<file path="src/rtl/tft_pkg.sv">
// Shared TFT byte-interface definitions: transmitter state encoding and the
// panel command bytes reused by the player, maze and background drawing blocks.
package tft_pkg;

  typedef enum logic [1:0] {
    IDLE,
    LOW,
    HIGH,
    HOLD
  } tft_state_t;

  localparam logic [7:0] CMD_CASET = 8'h2a;
  localparam logic [7:0] CMD_RASET = 8'h2b;
  localparam logic [7:0] CMD_RAMWR = 8'h2c;

endpackage

</file>
<file path="src/rtl/tft_spi_tx_if.sv">
// Byte handshake between a drawing block (master) and the SPI transmitter (slave).
interface tft_spi_tx_if;

  logic       tft_transmit;
  logic       tft_dc;
  logic [7:0] tft_data;
  logic       tft_busy;

  modport master (
    output tft_transmit,
    output tft_dc,
    output tft_data,
    input  tft_busy
  );

  modport slave (
    input  tft_transmit,
    input  tft_dc,
    input  tft_data,
    output tft_busy
  );

endinterface

</file>
<file path="src/rtl/tft_spi_tx.sv">
// Mode-0 SPI byte transmitter for the TFT panel; keeps CS_N low across
// closely spaced bytes so command/parameter/pixel streams stay contiguous.
module tft_spi_tx
  import tft_pkg::*;
#(
  parameter int DIV     = 2,
  parameter int CS_HOLD = 8
) (
  input  logic         clk,
  input  logic         rst,
  tft_spi_tx_if.slave  bus,
  output logic         spi_sck,
  output logic         spi_mosi,
  output logic         spi_cs_n,
  output logic         spi_dc
);

  localparam int PW = (DIV > 1) ? $clog2(DIV) : 1;
  localparam int HW = $clog2(CS_HOLD + 1);
  localparam logic [PW-1:0] PH_LAST   = PW'(DIV - 1);
  localparam logic [HW-1:0] HOLD_LAST = HW'(CS_HOLD - 1);

  tft_state_t    state;
  logic [PW-1:0] phase_cnt;
  logic [2:0]    bit_cnt;
  logic [HW-1:0] hold_cnt;
  logic [6:0]    shift_reg;
  logic          busy_q;
  logic          accept;

  assign bus.tft_busy = busy_q;
  assign accept = bus.tft_transmit && !busy_q && (state == IDLE || state == HOLD);

  // Bit 7 goes straight to MOSI on acceptance, so the shifter only keeps the lower seven bits.
  always_ff @(posedge clk or negedge rst) begin
    if (!rst) begin
      state     <= IDLE;
      phase_cnt <= '0;
      bit_cnt   <= '0;
      hold_cnt  <= '0;
      shift_reg <= '0;
      busy_q    <= 1'b0;
      spi_sck   <= 1'b0;
      spi_mosi  <= 1'b0;
      spi_cs_n  <= 1'b1;
      spi_dc    <= 1'b0;
    end else if (accept) begin
      state     <= LOW;
      phase_cnt <= '0;
      bit_cnt   <= 3'd7;
      hold_cnt  <= '0;
      shift_reg <= bus.tft_data[6:0];
      spi_mosi  <= bus.tft_data[7];
      spi_dc    <= bus.tft_dc;
      busy_q    <= 1'b1;
      spi_cs_n  <= 1'b0;
      spi_sck   <= 1'b0;
    end else begin
      case (state)
        LOW: begin
          if (phase_cnt == PH_LAST) begin
            phase_cnt <= '0;
            spi_sck   <= 1'b1;
            state     <= HIGH;
          end else begin
            phase_cnt <= phase_cnt + 1'b1;
          end
        end
        HIGH: begin
          if (phase_cnt == PH_LAST) begin
            phase_cnt <= '0;
            spi_sck   <= 1'b0;
            if (bit_cnt != 3'd0) begin
              bit_cnt   <= bit_cnt - 3'd1;
              spi_mosi  <= shift_reg[6];
              shift_reg <= {shift_reg[5:0], 1'b0};
              state     <= LOW;
            end else begin
              busy_q   <= 1'b0;
              hold_cnt <= '0;
              state    <= HOLD;
            end
          end else begin
            phase_cnt <= phase_cnt + 1'b1;
          end
        end
        HOLD: begin
          if (hold_cnt == HOLD_LAST) begin
            spi_cs_n <= 1'b1;
            state    <= IDLE;
          end else begin
            hold_cnt <= hold_cnt + 1'b1;
          end
        end
        default: state <= IDLE;
      endcase
    end
  end

endmodule
</file>
<file path="src/flat_wrapper.sv">
// flat-port wrapper written by rule: the top's interface ports become plain ports
module tft_spi_tx_flat import tft_pkg::*;
#(
  parameter int DIV     = 2,
  parameter int CS_HOLD = 8
)
  (clk, rst, spi_sck, spi_mosi, spi_cs_n, spi_dc, bus_tft_transmit, bus_tft_dc, bus_tft_data, bus_tft_busy);
  tft_spi_tx_if bus_i ();
  input  logic clk;
  input  logic rst;
  output logic spi_sck;
  output logic spi_mosi;
  output logic spi_cs_n;
  output logic spi_dc;
  input wire logic [$bits(bus_i.tft_transmit)-1:0] bus_tft_transmit;
  input wire logic [$bits(bus_i.tft_dc)-1:0] bus_tft_dc;
  input wire logic [$bits(bus_i.tft_data)-1:0] bus_tft_data;
  output wire logic [$bits(bus_i.tft_busy)-1:0] bus_tft_busy;
  assign bus_i.tft_transmit = bus_tft_transmit;
  assign bus_i.tft_dc = bus_tft_dc;
  assign bus_i.tft_data = bus_tft_data;
  assign bus_tft_busy = bus_i.tft_busy;
  tft_spi_tx #(.DIV(DIV), .CS_HOLD(CS_HOLD)) u_core (.clk(clk), .rst(rst), .bus(bus_i), .spi_sck(spi_sck), .spi_mosi(spi_mosi), .spi_cs_n(spi_cs_n), .spi_dc(spi_dc));
endmodule
</file>
<file path="config.mk">
export PLATFORM = sky130hd
export DESIGN_NAME = tft_spi_tx_flat
export DESIGN_NICKNAME = d
export VERILOG_FILES = /design/src/rtl/tft_pkg.sv /design/src/rtl/tft_spi_tx_if.sv /design/src/rtl/tft_spi_tx.sv /design/src/flat_wrapper.sv
export SDC_FILE = /design/constraint.sdc
export NUM_CORES = 1
export LEC_CHECK = 0
export CAP_MARGIN = 10
export CORE_ASPECT_RATIO = 0.7
export CORE_UTILIZATION = 60
export CTS_BUF_LIST = sky130_fd_sc_hd__clkbuf_2
export DETAILED_ROUTE_END_ITERATION = 12
export PLACE_DENSITY_LB_ADDON = 0.15
export SLEW_MARGIN = 40
export SYNTH_ARGS = -nofsm -noshare
export SYNTH_HDL_FRONTEND = slang
export SYNTH_SLANG_ARGS = --single-unit
export TNS_END_PERCENT = 50
</file>
<file path="constraint.sdc">
create_clock -name clk -period 3.73 [get_ports clk]
set_input_delay 0.746 -clock clk [delete_from_list [all_inputs] [get_ports clk]]
set_output_delay 0.746 -clock clk [all_outputs]
set_load 0.03 [all_outputs]
</file>
# Word-level counts from Yosys, hierarchy flattened
# Index checks and enable logic that the tools add are counted.
[classes]
reduce_logical = 21
n_mux = 37
addsub = 3
eq_ne = 10
[op_table]
columns = ["cell", "count"]
rows = [
  ["7-bit 2-to-1 mux", 4],
  ["1-bit 2-to-1 mux", 17],
  ["4-bit 2-to-1 mux", 4],
  ["3-bit 2-to-1 mux", 4],
  ["3-bit AND reduction", 4],
  ["2-bit nonzero test", 6],
  ["2-bit 2-to-1 mux", 5],
  ["3-bit by 2-bit inequality test with 1-bit output (second input constant)", 3],
  ["3-bit nonzero test", 3],
  ["4-bit one-hot mux with 2 select lines", 1],
  ["3-bit by 1-bit inequality test with 1-bit output (second input constant)", 2],
  ["2-bit one-hot mux with 3 select lines", 1],
  ["4-bit by 1-bit adder with 4-bit output (second input constant)", 1],
  ["2-bit == test (second input constant)", 2],
  ["4-bit by 3-bit == test with 1-bit output (second input constant)", 1],
  ["4-bit AND reduction", 1],
  ["3-bit by 1-bit subtractor with 3-bit output (second input constant)", 1],
  ["2-bit by 1-bit == test with 1-bit output (second input constant)", 1],
  ["1-bit logical AND", 2],
  ["2-bit logical NOT", 1],
  ["2-bit by 1-bit inequality test with 1-bit output (second input constant)", 1],
  ["1-bit one-hot mux with 2 select lines", 1],
  ["2-bit AND reduction", 1],
  ["2-bit OR reduction", 1],
  ["other kinds (3)", 3],
]
[word_totals]
output_inout_bits = 5
in_bits = 12
ff_bits = 22

# Depth between registers and ports, before layout
# Gate-level depths: netlist of the first run.
[depth]
word_depth = 5
mapped_depth = 7

# Worst setup path after synthesis of the first run
# No wires, ideal clock.
[synth_path]
path_type = "flip-flop to flip-flop"
from = "register u_core.state[0]"
to = "register u_core.hold_cnt[0]"
arrival_time_ps = 1605
stages_incl_launch_ff = 7
slack_ps = 2000
t_required_ps = 3605
n_path_buf = 0
setup_time_ps = 125
synth_period_minus_slack_ps = 1730
cell_sequence = "dfrtp_1 > inv_1 > ha_1 > nand3b_4 > a31oi_4 > and2_4 > mux2_4"
[synth_between]
elab_chain_len = 5
word_cells_on_any_way = 12
[synth_rtl]
columns = ["item", "line", "rtl"]
rows = [
  ["start: declaration", "tft_spi_tx.sv:23", "tft_state_t state;"],
  ["start signal: assignment", "tft_spi_tx.sv:37", "state <= IDLE;"],
  ["start signal: assignment", "tft_spi_tx.sv:48", "state <= LOW;"],
  ["start signal: assignment", "tft_spi_tx.sv:64", "state <= HIGH;"],
  ["2-bit == test / 2-bit logical NOT (equally long branches)", "tft_spi_tx.sv:32, tft_spi_tx.sv:59", ""],
  ["1-bit logical OR", "tft_spi_tx.sv:32", "assign accept = bus.tft_transmit && !busy_q && (state == IDLE || state == HOLD);"],
  ["1-bit logical AND", "tft_spi_tx.sv:32", ""],
  ["3-bit by 2-bit inequality test with 1-bit output (no source line) (tied with other cells)", "n/a", ""],
  ["4-bit AND reduction (no source line)", "n/a", ""],
  ["end signal: assignment", "tft_spi_tx.sv:92", "hold_cnt <= hold_cnt + 1'b1;"],
  ["end: declaration", "tft_spi_tx.sv:26", "logic [HW-1:0] hold_cnt;"],
]
# Several ways; a longest one is shown, not always the timed one.
# A chain may end at the register's enable or synchronous reset.

# Worst setup path in the final report of the first run
[layout_path]
from = "register u_core.spi_cs_n"
to = "output spi_cs_n"
[layout_rtl]
columns = ["item", "line", "rtl"]
rows = [
  ["start: declaration", "tft_spi_tx.sv:14", "output logic spi_cs_n,"],
  ["start signal: assignment", "tft_spi_tx.sv:45", "spi_cs_n <= 1'b1;"],
  ["start signal: assignment", "tft_spi_tx.sv:56", "spi_cs_n <= 1'b0;"],
  ["start signal: assignment", "tft_spi_tx.sv:89", "spi_cs_n <= 1'b1;"],
  ["end: declaration", "flat_wrapper.sv:13", "output logic spi_cs_n;"],
]
# No word-level cell between the ends.

==> flow_metrics.py, run 1 <==
metrics = {
    "sta": {
        "setup_viol": 0,
        "relSlewSlack": 0.6795,
        "fmax_ghz": 0.4343,
        "hold_viol": 0,
        "finalSetupTns_ns": 0,
        "tightest_slew_ns": 0.4808,
        "rsz0062_at_grt": "no",
        "final.setup.worst_slack_ns": 1.427,
        "slew_viol_final": 0,
        "fin_crit_sh": 0.6173,
        "clock_skew_ns": 0.02182,
        "final.min_clock_period_ns": 2.303,
    },
    "floorplanning": {
        "coreArea_sq_um": 1871,
        "initial_core_util": 0.6455,
        "rows": 13,
        "io_pins": 17,
        "die-area_sq_um": 2198,
        "die_y_um": 39.53,
        "die_w_um": 55.62,
    },
    "layout": {
        "largest_register_ffs": 7,
        "final_nets": 157,
        "fin_util": 0.7425,
        "finalNonFillerCells": 158,
        "design_area_sq_um": 1389,
        "drive_gt1_frac": 0.1103,
        "area_growth_pct": 15.03,
        "antenna_cells": 0,
    },
    "clock_tree": {
        "cts_tree": "done",
        "htreeDepth": 1,
        "numCtsBuffers": 3,
        "cts.path.max_buffers": 2,
        "cts_setup_buffers": 0,
        "cts_hold_buf": 0,
        "insertion_delay_ns": 0.33,
        "clock_sinks": 22,
        "cts_root_buf": "clkbuf_2",
        "cts_resized": 0,
        "clk_pin_slew_worst_paths_ns": 0.20,
    },
    "yosys": {
        "ys_seq_area_frac": 0.4570,
        "yosys_register_bits": 22,
        "synth_area_sq_um": 1207,
        "avgSynthCellArea_sq_um": 10.15,
        "yosys.area_share.adder": 0.08290,
        "syn_nets": 139,
        "yosys.area_share.xor_xnor": 0.007254,
        "synth_simple_gate_area_share": 0.1834,
        "synth.mux.area_fraction": 0.03109,
        "async_reset_ff_frac": 1.000,
        "ys_warn_count": 0,
        "postSynthCellCount": 119,
        "ys_types": 37,
        "synth_edf_count": 0,
        "synth_ff_type": "dfrtp_1",
        "synth_top_family_by_area": "compound AO/OA/AOI/OAI gates",
        "synth_compound_area_frac": 0.1959,
    },
    "global_route": {
        "grt_pass1_vias": 809,
        "grt_overflow": 0,
        "antenna_found_initial": 0,
        "grt_use_total": 0.2259,
        "grt_pass1_wl_um": 3650,
        "grt_max_degree": 31,
    },
    "route": {
        "drtPass1Iterations": 4,
        "drt_wl_total_um": 2134,
        "drt-initial-drc-count": 34,
        "drc": 0,
        "vias_per_cell": 5.696,
        "antenna_left": 0,
        "via_count": 900,
        "wire_per_inst_um": 13.51,
    },
    "placement": {
        "routabilityCongestion": 0.7236,
        "placed_area_sq_um": 1369,
        "io_buffers": 16,
        "post-place-ws_ns": 1.240,
        "place_inst": 154,
        "post-dp-hpwl_um": 1546,
    },
    "pwr": {
        "p_sw_uw": 365.3,
        "p_leak_uw": 0.0006508,
        "peakVddDrop_uv": 431.0,
        "clock_power_share": 0.106,
        "switching_share": 0.3978,
        "pwr-share-comb": 0.462,
        "p_seq_frac": 0.432,
        "p_int_uw": 552.9,
        "cellPowerDensity_nw_per_um2": 661.2,
    },
    "outcome": {
        "status": "complete, no violations",
    },
    "critical_path": {
        "cpLargestDelayFamily": "buffers and inverters",
        "cp_data_required_time_ns": 2.98,
        "worstSetupPathType": "reg -> out",
        "worstPathArrival_ns": 1.56,
        "slowest_delay_ns": 0.67,
        "cp_max_fo": 2,
        "end_kind": "output pin",
        "crit_buf_inv": 1,
        "path_cells": "clkdlybuf4s50_1",
        "start_kind": "flip-flop",
        "critPathSlowestCell": "clkdlybuf4s50_1",
    },
    "worst_hold_path": {
        "hold_class": "in -> async",
    },
    "run": {
        "cap_violations": 0,
    },
}
-- cells by family (layout without fill, tap and decap cells) --
kind of cell               Yosys count  in the layout
xor gates and xnor gates             1              1
AOI/OAI and AO/OA                   29             29
muxes                                3              3
and+or+nand+nor                     45             45
DFF                                 22             22
buffers and inverters               11             28
adders and majority gates            8              8
-- routing by layer --
layer / track usage / share of wire / up-vias
met5: 0 / 0 / -
met4: 0.04375 / 0.0066 / 0
met1: 0.2904 / 0.50 / 424
li1: - / - / 449
met3: 0.07591 / 0.054 / 4
met2: 0.3795 / 0.44 / 23
-- final cells by class --
| cell class | instances | area, sq um |
|---|---|---|
| timing repair buffer | 16 | 155.1 |
| sequential | 22 | 551.8 |
| fill | 151 | 481.7 |
| inverter | 8 | 30.03 |
| clock buffer | 4 | 20.02 |
| multi-input combinational | 86 | 604.3 |
| tap | 22 | 27.53 |
-- Yosys cell counts (2+ instances only) --
master / count / area [sq um]
nor2_1: 12 / 45.04
o21ai_0: 2 / 10.01
inv_1: 8 / 30.03
o211ai_1: 2 / 15.01
dfrtp_1: 21 / 525.5
nand2_1: 18 / 67.56
nand3_1: 6 / 30.03
a31oi_1: 8 / 50.05
a31oi_4: 2 / 42.54
buf_2: 2 / 10.01
o21ai_1: 2 / 10.01
mux2_1: 2 / 22.52
ha_1: 8 / 100.1
a21oi_1: 3 / 15.01
-- layout by cell type (no fill, tap or decap), drive strengths merged --
cell	Yosys	routed
a211oi	1	1
a21boi	1	1
a21oi	4	4
a22o	1	1
a31o	1	1
a31oi	10	10
a32o	1	1
and2	1	1
and3	1	1
and4b	1	1
buf	3	1
clkbuf	0	4
clkdlybuf4s50	0	15
dfrtp	21	21
dfstp	1	1
ha	8	8
inv	8	8
mux2	3	3
nand2	19	19
nand2b	1	1
nand3	6	6
nand3b	2	2
nor2	12	12
nor2b	1	1
nor3b	1	1
o211ai	2	2
o21a	1	1
o21ai	5	5
o21ba	1	1
o32ai	1	1
xnor2	1	1
-- worst paths after layout --
check                               startpoint                  end  slack (ns)  depth (start not counted)
min                                        rst      u_core.spi_mosi        0.33                          1
max reg2reg                    u_core.state[0]   u_core.hold_cnt[0]        1.55                          6
max in group asynchronous                  rst      u_core.spi_cs_n        3.02                          1
min in group clk           u_core.shift_reg[3]  u_core.shift_reg[4]        0.52                          2
max                            u_core.spi_cs_n             spi_cs_n        1.43                          1
min reg2reg                u_core.shift_reg[3]  u_core.shift_reg[4]        0.52                          2
-- per-stage QoR --
stage	power, uW	hold WS [ns]
2_1_floorplan	713.1	0.4504
3_3_place_gp	807.8	0.4786
3_5_place_dp	826.1	0.4813
4_1_cts	924.2	0.3354
5_1_grt	989.6	0.3494
6_report	918.2	0.3254
-- power groups by stage --
stage | Sequential (uW) | Combinational, uW | Clock (uW)
finish | 397 | 424 | 97.1
global route | 411 | 472 | 106
CTS | 397 | 427 | 100
detailed placement | 402 | 424 | 0
global placement | 396 | 412 | 0
floorplan | 430 | 283 | 0
(Power assumes the default switching activity.)
==> inputs of run 2 (changes only) <==
- CORE_UTILIZATION: 60 -> 56
- clock period: 3.73 -> 2.25 ns (I/O delays scaled with it)
==> flow_metrics.py, run 2 (synthesis results as in run 1) <==
metrics = {
    "pwr": {
        "p_seq_frac": 0.428,
        "cellPowerDensity_nw_per_um2": 1088,
        "p_leak_uw": 0.0006598,
        "clock_power_share": 0.107,
        "p_int_uw": 922.8,
        "pwr-share-comb": 0.465,
        "switching_share": 0.3978,
        "peakVddDrop_uv": 686.6,
        "p_sw_uw": 609.6,
    },
    "route": {
        "drc": 1,
        "vias_per_cell": 5.731,
        "drtPass1Iterations": 8,
        "antenna_left": 0,
        "via_count": 917,
        "wire_per_inst_um": 13.63,
        "drt-initial-drc-count": 46,
        "drt_wl_total_um": 2180,
    },
    "critical_path": {
        "worstSetupPathType": "reg -> out",
        "reg2regPathDepth": 6,
        "path_cells": "clkdlybuf4s50_1",
        "worst_r2r_endpoint": "u_core.hold_cnt[0]",
        "slowest_delay_ns": 0.66,
        "start_kind": "flip-flop",
        "critPathSlowestCell": "clkdlybuf4s50_1",
        "cp-startpoint": "u_core.spi_cs_n",
        "r2r_slack_ns": 0.29,
        "worstPathArrival_ns": 1.54,
        "cpLargestDelayFamily": "buffers and inverters",
        "timing.rr.start": "u_core.state[0]",
        "cp_max_fo": 2,
        "crit_buf_inv": 1,
        "end_kind": "output pin",
        "cp_data_required_time_ns": 1.80,
    },
    "clock_tree": {
        "insertion_delay_ns": 0.35,
        "cts_setup_buffers": 0,
        "cts_resized": 0,
        "cts.path.max_buffers": 2,
        "cts_tree": "done",
        "clk_pin_slew_worst_paths_ns": 0.22,
        "clock_sinks": 22,
        "cts_hold_buf": 0,
        "numCtsBuffers": 3,
        "htreeDepth": 1,
        "cts_root_buf": "clkbuf_2",
    },
    "floorplanning": {
        "die_w_um": 57.50,
        "io_pins": 17,
        "die_y_um": 40.85,
        "initial_core_util": 0.6238,
        "rows": 13,
        "coreArea_sq_um": 1936,
        "die-area_sq_um": 2349,
    },
    "sta": {
        "fin_crit_sh": 0.8837,
        "fmax_ghz": 0.5029,
        "slew_viol_final": 0,
        "final.min_clock_period_ns": 1.988,
        "tightest_slew_ns": 0.3971,
        "hold_viol": 0,
        "relSlewSlack": 0.7345,
        "clock_skew_ns": 0.03603,
        "rsz0062_at_grt": "no",
        "final.setup.worst_slack_ns": 0.2616,
        "finalSetupTns_ns": 0,
        "setup_viol": 0,
    },
    "global_route": {
        "grt_pass1_wl_um": 3767,
        "grt_util_met3": 0.07571,
        "grt.busiest_layer": "met2",
        "grt_use_total": 0.2285,
        "antenna_found_initial": 0,
        "grt_overflow": 0,
        "grt_pass1_vias": 879,
        "grtUsageMet1": 0.2722,
        "gr-usage-met2": 0.3866,
        "grt_max_degree": 24,
    },
    "layout": {
        "register_area_sq_um": 551.8,
        "final_nets": 159,
        "drive_gt1_frac": 0.1159,
        "antenna_cells": 0,
        "fillers": 149,
        "area_growth_pct": 16.68,
        "layout_common_cells": "dfrtp_1 (21), nand2_1 (18), clkdlybuf4s50_1 (16)",
        "largest_register_ffs": 7,
        "multi_input_area_sq_um": 604.3,
        "final_common_cell": "dfrtp_1",
    },
    "outcome": {
        "status": "complete, but fails checks",
        "violations": "design-rule violations",
    },
    "placement": {
        "post-place-ws_ns": 0.2758,
        "routabilityCongestion": 0.7730,
        "post-dp-hpwl_um": 1599,
        "io_buffers": 16,
    },
    "run": {
        "cap_violations": 0,
    },
    "worst_hold_path": {
        "hold_class": "in -> async",
    },
}
-- run 2: final cells by class --
class / count / share of cell area
Timing Repair Buffer: 18 / 0.1243
Multi-Input combinational cell: 86 / 0.4290
Tap cell: 22 / 0.01954
Clock buffer: 4 / 0.01421
Sequential cell: 22 / 0.3917
Inverter: 8 / 0.02131
-- run 2: power by group through the flow --
stage                     Sequential, uW  Combinational (uW)  Clock [uW]
after floorplan                      712                 470           0
after global placement               657                 692           0
after detailed placement             666                 710           0
after CTS                            655                 715         172
after global routing                 674                 796         182
final                                656                 713         163
-- run 2: through the flow --
stage / hold slack (ns) / area [sq um] / power [uW] / cells / utilization
after floorplan: 0.1544 / 1207 / 1182 / 119 / -
after global placement: 0.4903 / 1389 / 1349 / 156 / 0.7175
after detailed placement: 0.4863 / 1389 / 1376 / 156 / 0.7175
after CTS: 0.4124 / 1409 / 1542 / 160 / 0.7279
after global routing: 0.4183 / 1409 / 1651 / 160 / 0.7279
final: 0.4116 / 1409 / 1532 / 160 / 0.7279
-- run 2: layer usage --
layer | wire length [um] | vias to the layer above
li1 | - | 458
met3 | 115 | 4
met1 | 1064 | 436
met2 | 973 | 19
met5 | 0 | -
met4 | 27 | 0
-- run 2: worst max-delay path by stage --
stage / slack, ns / to / cells past startpoint
after detailed placement: 0.28 / u_core.hold_cnt[0] / 5
after CTS: 0.23 / spi_cs_n / 1
after global placement: 0.30 / u_core.hold_cnt[0] / 5
after global routing: 0.19 / spi_cs_n / 1
final: 0.26 / spi_cs_n / 1
after floorplan: 0.52 / u_core.hold_cnt[0] / 6
